## src/rtl/fetch_ctrl.sv

```systemverilog
// fetch_ctrl: pipeline control sequencer for the fetch stage.
// Arbitrates branch redirects, halt detection, multi-cycle and load-use
// stalls (priority in that order) and drives registered fetch controls.
// Ports:
//   clk, reset (async, active-low)
//   br_valid/br_taken/br_target  : resolved branch from execute
//   load_use                     : one-cycle stall request from decode
//   mc_start/mc_len              : multi-cycle op, stalls mc_len+1 cycles
//   if_valid/if_instr            : fetch output, scanned for HALT_OP
//   resume/resume_pc             : restart request while halted
//   stall/flush/pc_sel/branch_target : fetch stage controls
//   decode_squash                : invalidate decode/execute latches
//   halt, state, redirect_count  : status
module fetch_ctrl #(
    parameter int          ADDR_W        = 8,
    parameter logic [3:0]  HALT_OP       = 4'b1111,
    parameter int          SQUASH_CYCLES = 2,
    parameter int          CNT_W         = 16
) (
    input  logic              clk,
    input  logic              reset,
    input  logic              br_valid,
    input  logic              br_taken,
    input  logic [ADDR_W-1:0] br_target,
    input  logic              load_use,
    input  logic              mc_start,
    input  logic [1:0]        mc_len,
    input  logic              if_valid,
    input  logic [15:0]       if_instr,
    input  logic              resume,
    input  logic [ADDR_W-1:0] resume_pc,
    output logic              stall,
    output logic              flush,
    output logic              pc_sel,
    output logic [ADDR_W-1:0] branch_target,
    output logic              decode_squash,
    output logic              halt,
    output logic [1:0]        state,
    output logic [CNT_W-1:0]  redirect_count
);

    typedef enum logic [1:0] {
        S_RUN    = 2'd0,
        S_STALL  = 2'd1,
        S_SQUASH = 2'd2,
        S_HALTED = 2'd3
    } state_t;

    // Shared down-counter for stall length and squash length.
    localparam int            CW      = 8;
    localparam logic [CW-1:0] SQ_INIT = CW'(SQUASH_CYCLES - 1);

    state_t              state_q;
    logic [CW-1:0]       cnt_q;
    logic                stall_q, flush_q, pc_sel_q, squash_q, halt_q;
    logic [ADDR_W-1:0]   target_q;
    logic [CNT_W-1:0]    rcnt_q;

    logic redirect_w, halt_w;
    assign redirect_w = br_valid & br_taken;
    assign halt_w     = if_valid & (if_instr[15:12] == HALT_OP);

    always_ff @(posedge clk or negedge reset) begin
        if (!reset) begin
            state_q  <= S_RUN;
            cnt_q    <= '0;
            stall_q  <= 1'b0;
            flush_q  <= 1'b0;
            pc_sel_q <= 1'b0;
            squash_q <= 1'b0;
            halt_q   <= 1'b0;
            target_q <= '0;
            rcnt_q   <= '0;
        end else begin
            // pc_sel/flush are single-cycle pulses
            pc_sel_q <= 1'b0;
            flush_q  <= 1'b0;
            case (state_q)
                S_HALTED: begin
                    // Only resume is honoured; halt/stall hold otherwise
                    if (resume) begin
                        state_q  <= S_SQUASH;
                        cnt_q    <= SQ_INIT;
                        stall_q  <= 1'b0;
                        halt_q   <= 1'b0;
                        pc_sel_q <= 1'b1;
                        flush_q  <= 1'b1;
                        squash_q <= 1'b1;
                        target_q <= resume_pc;
                    end
                end
                default: begin
                    if (redirect_w) begin
                        // stall must drop: fetch ignores pc_sel while stalled
                        state_q  <= S_SQUASH;
                        cnt_q    <= SQ_INIT;
                        stall_q  <= 1'b0;
                        pc_sel_q <= 1'b1;
                        flush_q  <= 1'b1;
                        squash_q <= 1'b1;
                        target_q <= br_target;
                        rcnt_q   <= rcnt_q + CNT_W'(1);
                    end else if (state_q == S_SQUASH) begin
                        // stall/halt requests here came from squashed instrs
                        if (cnt_q == '0) begin
                            state_q  <= S_RUN;
                            squash_q <= 1'b0;
                        end else begin
                            cnt_q <= cnt_q - CW'(1);
                        end
                    end else if (halt_w) begin
                        state_q <= S_HALTED;
                        halt_q  <= 1'b1;
                        stall_q <= 1'b1;
                    end else if (state_q == S_STALL) begin
                        // new stall requests do not extend a running stall
                        if (cnt_q == '0) begin
                            state_q <= S_RUN;
                            stall_q <= 1'b0;
                        end else begin
                            cnt_q <= cnt_q - CW'(1);
                        end
                    end else if (mc_start) begin
                        state_q <= S_STALL;
                        stall_q <= 1'b1;
                        cnt_q   <= CW'(mc_len);
                    end else if (load_use) begin
                        state_q <= S_STALL;
                        stall_q <= 1'b1;
                        cnt_q   <= '0;
                    end
                end
            endcase
        end
    end

    assign stall          = stall_q;
    assign flush          = flush_q;
    assign pc_sel         = pc_sel_q;
    assign branch_target  = target_q;
    assign decode_squash  = squash_q;
    assign halt           = halt_q;
    assign state          = state_q;
    assign redirect_count = rcnt_q;

endmodule

```

## config.mk

```make
export PLATFORM = sky130hd
export DESIGN_NAME = fetch_ctrl
export DESIGN_NICKNAME = d
export VERILOG_FILES = /design/src/rtl/fetch_ctrl.sv
export SDC_FILE = /design/constraint.sdc
export NUM_CORES = 1
export LEC_CHECK = 0
export ABC_CLOCK_PERIOD_IN_PS = 5000
export BUFFER_PORTS_ARGS = -buffer_cell sky130_fd_sc_hd__buf_2
export CORE_MARGIN = 10
export CORE_UTILIZATION = 52
export DETAILED_ROUTE_END_ITERATION = 10
export GPL_TIMING_DRIVEN = 0
export PLACE_DENSITY = 0.84
export SYNTH_ARGS = -nofsm -noshare
export SYNTH_HDL_FRONTEND = slang
export SYNTH_SLANG_ARGS = --single-unit
```

## constraint.sdc

```tcl
create_clock -name clk -period 5 [get_ports clk]
set_clock_uncertainty 0.2 [all_clocks]
set_input_delay 0.25 -clock clk [delete_from_list [all_inputs] [get_ports clk]]
set_output_delay 0.25 -clock clk [all_outputs]
set_load 0.02 [all_outputs]
```

==> results of run 1 <==
==> registers in the layout (all words and copies together), names as in the netlist <==
| register | count |
|---|---|
| state | 2 |
| pc_sel | 1 |
| redirect_count | 16 |
| decode_squash | 1 |
| stall | 1 |
| halt | 1 |
| cnt_q | 8 |
| branch_target | 8 |
==> logic make-up (layout without fill, tap and decap cells) <==
family	count (synthesis)	after routing
and+or+nand+nor	68	68
AOI/OAI and AO/OA	43	43
DFF	38	38
xor gates and xnor gates	17	17
buffers and inverters	11	81
muxes	10	10
adders and majority gates	3	3
==> critical path, cell delays in order (launching register included) <==
cell and delay, ns:
dfrtp_1 0.47, and2_1 0.18, buf_2 0.21, a21oi_1 0.55, clkbuf_1 0.39, o21ai_0 0.15
==> metrics by stage <==
step	instance area, sq um	worst slack [ns]
finish	2330	2.73
global route	2330	2.56
CTS	2330	2.72
detailed placement	2250	2.74
global placement	2250	2.77
floorplan	1890	3.01
==> synth_stat cells, drive strengths merged <==
master / instances / share of area
xor2: 4 / 0.019
o32ai: 1 / 0.0046
a211oi: 1 / 0.0040
o31ai: 2 / 0.0079
nor3: 3 / 0.0079
mux2i: 9 / 0.048
nor2b: 2 / 0.0066
nand2: 24 / 0.048
o211ai: 2 / 0.0079
buf: 3 / 0.011
nand2b: 3 / 0.0099
o22a: 1 / 0.0046
nor4: 1 / 0.0033
and3: 2 / 0.0066
a311oi: 1 / 0.0046
ha: 3 / 0.020
or2: 1 / 0.0033
nand4: 4 / 0.013
o41ai: 1 / 0.0046
inv: 5 / 0.0099
o31a: 2 / 0.0093
o22ai: 2 / 0.0066
nor2: 11 / 0.022
o21ai: 21 / 0.056
a311o: 1 / 0.0053
clkbuf: 3 / 0.0060
and4: 2 / 0.0093
mux2: 1 / 0.0060
a21o: 1 / 0.0040
a21oi: 5 / 0.013
a31oi: 2 / 0.0066
xnor2: 13 / 0.060
dfrtp: 38 / 0.50
nor3b: 2 / 0.0079
nand3b: 1 / 0.0040
nand3: 7 / 0.019
or4: 2 / 0.0079
and2: 3 / 0.0099
==> metal layers <==
metal  vias up  part of all wire  global-route usage
met5         -                 0                   0
met4         0            0.0034              0.0352
met3         2             0.088              0.0557
met2        51              0.48               0.234
met1       772              0.43               0.171
li1        816                 -                   -
==> layout make-up <==
| cell class | count | area (sq um) | area share |
|---|---|---|---|
| multi-input combinational | 141 | 887 | 0.381 |
| buffer | 6 | 31.3 | 0.0134 |
| tap | 46 | 57.6 | 0.0247 |
| timing repair buffer | 62 | 320 | 0.137 |
| clock buffer | 6 | 51.3 | 0.0220 |
| sequential | 38 | 951 | 0.408 |
| clock inverter | 2 | 12.5 | 0.00537 |
| inverter | 5 | 18.8 | 0.00806 |
==> cells in the final DEF, fill, tap and decap left out, types with 4 or more instances in the layout <==
cell and n:
a21oi_1 5, buf_2 61, clkbuf_4 5, dfrtp_1 38
inv_1 5, mux2i_1 9, nand2_1 24, nand3_1 7
nand4_1 4, nor2_1 11, o21ai_0 21, xnor2_1 13
xor2_1 4
==> where the power goes <==
part | internal (uW) | switching [uW] | leakage (uW) | total, uW
Combinational | 237 | 378 | 0.000613 | 616
Clock | 67.7 | 97.8 | 0.0000343 | 165
Sequential | 405 | 82.5 | 0.000488 | 488
==> worst paths after layout <==
check                      cells after the start  slack, ns                 end
hold reg to reg                                1       0.27  redirect_count[15]
setup / recovery                               5       2.73    branch_target[6]
min in group asynchronous                      2       0.34            cnt_q[7]
hold / removal                                 3       0.01    branch_target[3]
setup reg to reg                               5       2.73    branch_target[6]
max in group asynchronous                      2       3.75            cnt_q[0]
==> impl_metrics.yaml, run 1 <==
synthesis:
  ys_warn_count: 0
  ys_types: 39
  syn_avg_cell_area_sq_um: 9.94
  synthXorXnorAreaFrac: 0.0789
  synth_top_family_by_area: "simple AND/OR/NAND/NOR gates"
  synth-simple-area-share: 0.178
  synth_seq_cells: 38
  synth_nets: 235
  synth_fa_ha_area_frac: 0.0199
  synth.cell_area_sq_um: 1890
  synth_compound_area_frac: 0.139
  yosysSeqAreaShare: 0.504
  synth.area.mux_share: 0.0537
  syn-instance-count: 190
worst_setup_path:
  path_max_fanout: 10
  reg2reg_from: "state[1]"
  critPathKind: "reg -> reg"
  cp-startpoint: "state[1]"
  crit_required_ns: 5.00
  crit_path_start_kind: "flop"
  critPathArrivalTime_ns: 2.27
  worst_setup_path_end_kind: "flop"
floorplanning:
  die_area_sq_um: 6440
  die_w_um: 80.3
  initial_utilization: 0.553
  io_pins: 73
  num_rows: 21
  die_h_um: 80.3
  core-area_sq_um: 3420
run_status:
  status: "finished clean"
min_path:
  hp-start: "br_target[3]"
  min_path_type: "in -> reg"
detailed_routing:
  num_vias: 1641
  wl_um: 4430
  dr.first_iter.drc_count: 153
  drc: 0
  vias_per_cell: 5.36
  drtAntennaViolNets: 0
  first_pass_iters: 4
  post_drt_wl_per_cell_um: 14.5
sta:
  fin_crit_sh: 0.454
  slew_viol_final: 0
  timing.hold.ws_ns: 0.0108
  setup_viol_count_final: 0
  rsz0062_at_grt: "no"
  period_minus_slack_ns: 2.27
  tns_ns: 0
  worst_pin_slew_ns: 0.806
  slew_headroom: 0.462
  hold_violations: 0
  fmax_ghz: 0.441
clock_network:
  ctsLongestPathBuffers: 2
  cts_tree: "yes"
  post_cts_buffers: 0
  cts_resized: 0
  cts_buffers: 5
  cts_sinks: 38
  clk_latency_ns: 0.32
  clk_pin_slew_ns: 0.11
  cts_hold_buf: 2
  htreeDepth: 2
  root_buffer: "clkbuf_4"
pwr:
  total_power_uw: 1270
  irDropWorstVdd_mv: 0.260
  cellLeakagePower_uw: 0.00114
  power_density_nw_per_um2: 545
finish:
  final_cells: 306
  drive_gt1_frac: 0.277
  fillers: 288
  syn_to_final_growth_pct: 23.4
  nets: 304
  diodes: 0
  fin_util: 0.682
run:
  max_cap_violations: 0
place:
  gp_congestion: 0.817
  port_buffers: 60
  dp_hpwl_um: 3500
  dp_cells: 296
grt:
  grt_pass1_wl_um: 7630
  grt_pass1_vias: 1717
  antenna_found_initial: 0
  track_usage: 0.143
  grt-ovfl-total: 0
  grt_max_degree: 39
Note: power is estimated with default switching activity, not from simulation.
==> run 2, diff against run 1 <==
ABC_AREA = 1   (was not set)
ABC_CLOCK_PERIOD_IN_PS = 2000   (was 5000)
CORE_UTILIZATION = 46   (was 52)
PLACE_DENSITY = 0.76   (was 0.84)
clock period = 2 ns   (was 5 ns; I/O delays follow)
==> run 2 against run 1 <==
  * Area after synthesis rose by 23%
  * Clock power rose to 5.0 times the previous value
  * Total power rose to 3.3 times the previous value
  * Flip-flop and latch count did not move
  * Fmax rose by 26%
  * Final area rose by 30%
  * Critical path type unchanged
==> impl_metrics.yaml, run 2 <==
sta:
  setup_viol_count_final: 0
  slew_headroom: 0.424
  hold_violations: 0
  period_minus_slack_ns: 1.80
  fmax_ghz: 0.555
  worst_pin_slew_ns: 0.863
  tns_ns: 0
  rsz0062_at_grt: "no"
  fin_crit_sh: 0.901
  slew_viol_final: 0
synthesis:
  synth_ff_type: "dfrtp_1"
  synth_commonest_cells: "90 x nand2_1, 47 x nor2_1, 38 x dfrtp_1, 33 x inv_1, 29 x nand3_1"
  yosysMostFrequentCell: "nand2_1"
  yosysTopAreaCellShare: 0.410
  synth_top_area_cell: "dfrtp_1"
  yosysSeqAreaShare: 0.410
  postSynth.asyncResetShare: 1.00
  syn_avg_cell_area_sq_um: 7.43
  ys_types: 30
  synth.cell_area_sq_um: 2320
  syn-instance-count: 312
  synth-edff-count: 0
  ys_warn_count: 0
  ys_top_cells_by_area: "dfrtp_1 41%, nand2_1 15%, nor2_1 7.6%"
  synth_seq_cells: 38
  synth_nets: 357
clock_network:
  clk_latency_ns: 0.29
  cts_buffers: 5
  htreeDepth: 2
  root_buffer: "clkbuf_8"
  ctsLongestPathBuffers: 2
  post_cts_buffers: 0
  cts_tree: "yes"
  clk_pin_slew_ns: 0.08
  cts_sinks: 38
place:
  dp_hpwl_um: 4270
  gp_congestion: 0.856
  port_buffers: 60
detailed_routing:
  dr.first_iter.drc_count: 91
  wl_um: 6040
  first_pass_iters: 4
  vias_per_cell: 4.89
  post_drt_wl_per_cell_um: 12.9
  drc: 0
  drtAntennaViolNets: 0
  num_vias: 2283
finish:
  nets: 442
  final_common_cell: "nand2_1"
  fin_util: 0.629
  syn_to_final_growth_pct: 30.7
  drive_gt1_frac: 0.254
  most-common-layout-cells: "90 x nand2_1, 60 x buf_2, 47 x nor2_1"
  largest_reg_flops: 16
grt:
  antenna_found_initial: 2
  grt_pass1_wl_um: 10400
  grt-ovfl-total: 0
  grt_pass1_vias: 2325
  grt_max_degree: 39
  track_usage: 0.147
worst_setup_path:
  path_max_fanout: 7
  critPathKind: "reg -> reg"
  critPathArrivalTime_ns: 1.79
  crit_required_ns: 1.99
  worst_setup_path_end_kind: "flop"
  crit_path_start_kind: "flop"
  reg2reg_depth: 9
floorplanning:
  die_h_um: 91.0
  initial_utilization: 0.481
  die_w_um: 91.0
  num_rows: 25
  io_pins: 73
  core-area_sq_um: 4820
  die_area_sq_um: 8280
pwr:
  irDropWorstVdd_mv: 0.893
  power_density_nw_per_um2: 1380
  cellLeakagePower_uw: 0.00164
min_path:
  hold_path_depth: 7
  min_path_type: "in -> reg"
run:
  max_cap_violations: 0
run_status:
  status: "finished clean"
[run 2: cell count changes after synthesis, moves of 9 or more]
cell / delta
nand2_1: +66
o21ai_0: -12
nand3_1: +22
nor2_1: +36
inv_1: +28
mux2i_1: -9
xnor2_1: -10
nand2_2: +9
[run 2: kinds of logic (layout without fill, tap and decap cells)]
family / Yosys count / count (layout) / synth area share
fa+ha+maj: 3 / 3 / 0.0162
other cells: 0 / 2 / 0
compound gates: 23 / 23 / 0.0556
simple gates: 195 / 195 / 0.394
xor+xnor: 10 / 10 / 0.0378
flops: 38 / 38 / 0.410
buf+inv: 43 / 129 / 0.0858
[run 2: routing by layer]
| layer | wire (um) | vias up | GRT usage | part of all wire |
|---|---|---|---|---|
| li1 | - | 1160 | - | - |
| met1 | 2490 | 1035 | 0.162 | 0.41 |
| met5 | 0 | - | 0 | 0 |
| met4 | 157 | 0 | 0.0822 | 0.026 |
| met3 | 365 | 17 | 0.0420 | 0.060 |
| met2 | 3020 | 71 | 0.250 | 0.50 |
[run 2: final cells by class]
| class | count | area [sq um] |
|---|---|---|
| plain buffers | 6 | 52.6 |
| flip-flops and latches | 38 | 951 |
| clock inverters | 2 | 60.1 |
| well taps | 67 | 83.8 |
| multi-input cells | 231 | 1170 |
| repair buffers | 78 | 480 |
| inverters | 37 | 146 |
| fillers | 435 | 1790 |
| diodes | 2 | 5.00 |
| clock buffers | 6 | 82.6 |
[run 2: worst max-delay path: stages, from the launching register on]
cell	delay, ns
dfrtp_1	0.40
inv_1	0.13
ha_1	0.18
nand2_1	0.06
nor2_1	0.18
nand2_1	0.22
nand3_2	0.17
nand2_8	0.07
nand2_2	0.07
nor2_2	0.03
[run 2: worst paths after layout]
check	start	to	slack, ns
min in group asynchronous	reset	pc_sel	0.26
setup reg to reg	cnt_q[0]	cnt_q[6]	0.20
max in group asynchronous	reset	redirect_count[2]	0.80
hold / removal	mc_len[1]	cnt_q[1]	0.05
hold reg to reg	stall	stall	0.28
setup / recovery	cnt_q[0]	cnt_q[6]	0.20
[run 2: through the flow]
stage	std cells	hold WS, ns	instance area, sq um	setup WS, ns	power [uW]
global placement	439	0.0631	2700	0.265	3270
finish	467	0.0497	3030	0.199	4190
CTS	465	0.0291	3030	0.216	4180
global route	467	0.106	3030	0.0611	4530
floorplan	312	-0.396	2320	0.363	2790
detailed placement	439	0.0661	2700	0.221	3330
[run 2: power by group]
group	total [uW]	internal, uW	switching, uW
Sequential	1250	1020	225
Combinational	2120	763	1360
Clock	817	532	284
[run 2: repair_timing]
action                    CTS  global route
hold endpoints to repair   48             0
resized for setup           0             0
hold buffers               18             0
==> run 3, diff against run 2 <==
ABC_CLOCK_PERIOD_IN_PS = 1600   (was 2000)
clock period = 1.6 ns   (was 2 ns; I/O delays follow)
==> run 3 against run 2 <==
  * The flow now finishes with violations (setup timing)
  * Global-route usage up 0.65 points
  * Final area up 8.9%
  * Worst hold slack worse by 0.030 ns
  * Via count increased by 2.8%
  * Count of clock-buffer cells in the layout unchanged
  * Combinational power rose by 54%
  * Sequential share of layout area decreased by 2.4 points
  * Largest power group unchanged
==> impl_metrics.yaml, run 3 (synthesis gave the netlist of run 2 again) <==
run_status:
  status: "finished, violations left"
  violations: "setup timing"
pwr:
  cellLeakagePower_uw: 0.00173
  internal-power_uw: 3190
  power_switching_uw: 2700
  clockPowerShare: 0.176
  power_density_nw_per_um2: 1780
  pwr-share-comb: 0.554
  swShare: 0.459
  pwr-share-seq: 0.270
  irDropWorstVdd_mv: 1.11
sta:
  fmax_ghz: 0.621
  rsz0062_at_grt: "yes"
  tns_ns: -0.0143
  worst_pin_slew_ns: 0.860
  fin_ws_ns: -0.00946
  fin_crit_sh: 1.01
  timing.hold.ws_ns: 0.0195
  setup_viol_count_final: 2
  slew_viol_final: 0
  hold_violations: 0
  slew_headroom: 0.427
  period_minus_slack_ns: 1.61
worst_setup_path:
  worst_setup_path_end_kind: "flop"
  reg2reg_to: "cnt_q[4]"
  crit_chain: "inv_2, ha_4, nand2_4, nor2_4, nand2_4, nand2_2, nor2_1, nand3_1, nand2_1"
  cpPeakStageDelay_ns: 0.42
  critPathKind: "reg -> reg"
  reg2reg_from: "cnt_q[0]"
  crit_top_cell: "nand2_4"
  crit_path_start_kind: "flop"
  reg2reg_depth: 9
  critPathTopFamily: "simple AND/OR/NAND/NOR gates"
  crit_required_ns: 1.59
  r2r_setup_slack_ns: -0.009
  critPathArrivalTime_ns: 1.60
  path_max_fanout: 7
  worst-path-buf-inv: 1
  cp_slowest_cell: "dfrtp_1"
finish:
  nets: 452
  drive_gt1_frac: 0.343
  fillers: 386
  ff_latch_area_sq_um: 957
  syn_to_final_growth_pct: 42.4
  final_common_cell: "nand2_1"
  diodes: 0
  fin_util: 0.685
  most-common-layout-cells: "82 x nand2_1, 61 x buf_2, 42 x nor2_1"
  largest_reg_flops: 16
  multiInputGateArea_sq_um: 1330
clock_network:
  cts_buffers: 5
  cts_sinks: 38
  cts_tree: "yes"
  ctsLongestPathBuffers: 2
  root_buffer: "clkbuf_8"
  clk_pin_slew_ns: 0.08
  clk_latency_ns: 0.30
  htreeDepth: 2
detailed_routing:
  first_pass_iters: 4
  dr.first_iter.drc_count: 144
  vias_per_cell: 4.94
  wl_um: 6880
  post_drt_wl_per_cell_um: 14.5
  drc: 0
  num_vias: 2346
  drtAntennaViolNets: 0
floorplanning:
  num_rows: 25
  die_w_um: 91.0
  die_h_um: 91.0
  io_pins: 73
  core-area_sq_um: 4820
  die_area_sq_um: 8280
  initial_utilization: 0.481
min_path:
  min_path_type: "in -> reg"
  hold_path_depth: 7
  hp-start: "mc_len[1]"
  whs_endpoint: "cnt_q[1]"
grt:
  grt-ovfl-total: 0
  grt_pass1_vias: 2235
  grt_pass1_wl_um: 10800
  track_usage: 0.154
  antenna_found_initial: 0
  grt_max_degree: 39
place:
  dp_slack_ns: -0.164
  port_buffers: 60
  gp_congestion: 0.841
  dp_hpwl_um: 4260
run:
  max_cap_violations: 0
==> run 3: cell count changes in the layout (fill, tap and decap cells not counted), sizes merged <==
cell	change
diode	-2
buf	+10
==> run 3: worst max-delay path by stage <==
stage                        start                 end  slack (ns)  depth (start not counted)
after floorplan           state[0]  redirect_count[11]      0.0006                          8
after global placement    cnt_q[0]            cnt_q[6]       -0.13                          9
after detailed placement  cnt_q[0]            cnt_q[3]       -0.16                          9
after global routing      cnt_q[0]            cnt_q[4]       -0.09                          9
after CTS                 state[0]  redirect_count[11]        0.01                          8
final                     cnt_q[0]            cnt_q[4]      -0.009                          9
==> run 3: worst min-delay path: stages <==
cell and delay, ns:
buf_2 0.08, nand2_1 0.04, nand3_1 0.07, nand2_1 0.04, inv_1 0.05, nand3_1 0.07, nand2_1 0.06
==> run 3: stage by stage <==
step	total power [uW]	instances	instance area (sq um)
2_1_floorplan	3490	312	2320
6_report	5890	475	3300
4_1_cts	5380	469	3110
3_5_place_dp	4170	439	2710
5_1_grt	6320	475	3300
3_3_place_gp	4100	439	2710
==> run 3: per-layer routing <==
metal	vias to the layer above	wire length, um	GRT usage
met3	17	389	0.0444
met4	0	166	0.0392
met5	-	0	0
met1	1078	2760	0.178
li1	1169	-	-
met2	82	3560	0.271
==> run 3: cell type report <==
type,count,share of cell area
plain buffers,6,0.0186
clock buffers,6,0.0250
clock inverters,2,0.0182
inverters,37,0.0459
multi-input cells,231,0.403
flip-flops and latches,38,0.290
well taps,67,0.0254
repair buffers,88,0.174
==> run 3: repair_timing <==
action                                 4_1_cts  5_1_grt
setup endpoints to repair                   17       21
gates cloned                                 0        1
setup buffers                                4        5
hold buffers                                18        0
pin swaps                                    4       15
endpoints found under the hold margin       48        0
gates resized for setup                     15       37
==> run 3: power by group through the flow <==
stage	Clock, uW	Sequential [uW]	Combinational [uW]
after floorplan	0	1810	1690
after global placement	0	1570	2530
after detailed placement	0	1570	2600
after CTS	1040	1570	2770
after global routing	1080	1630	3610
final	1040	1590	3260
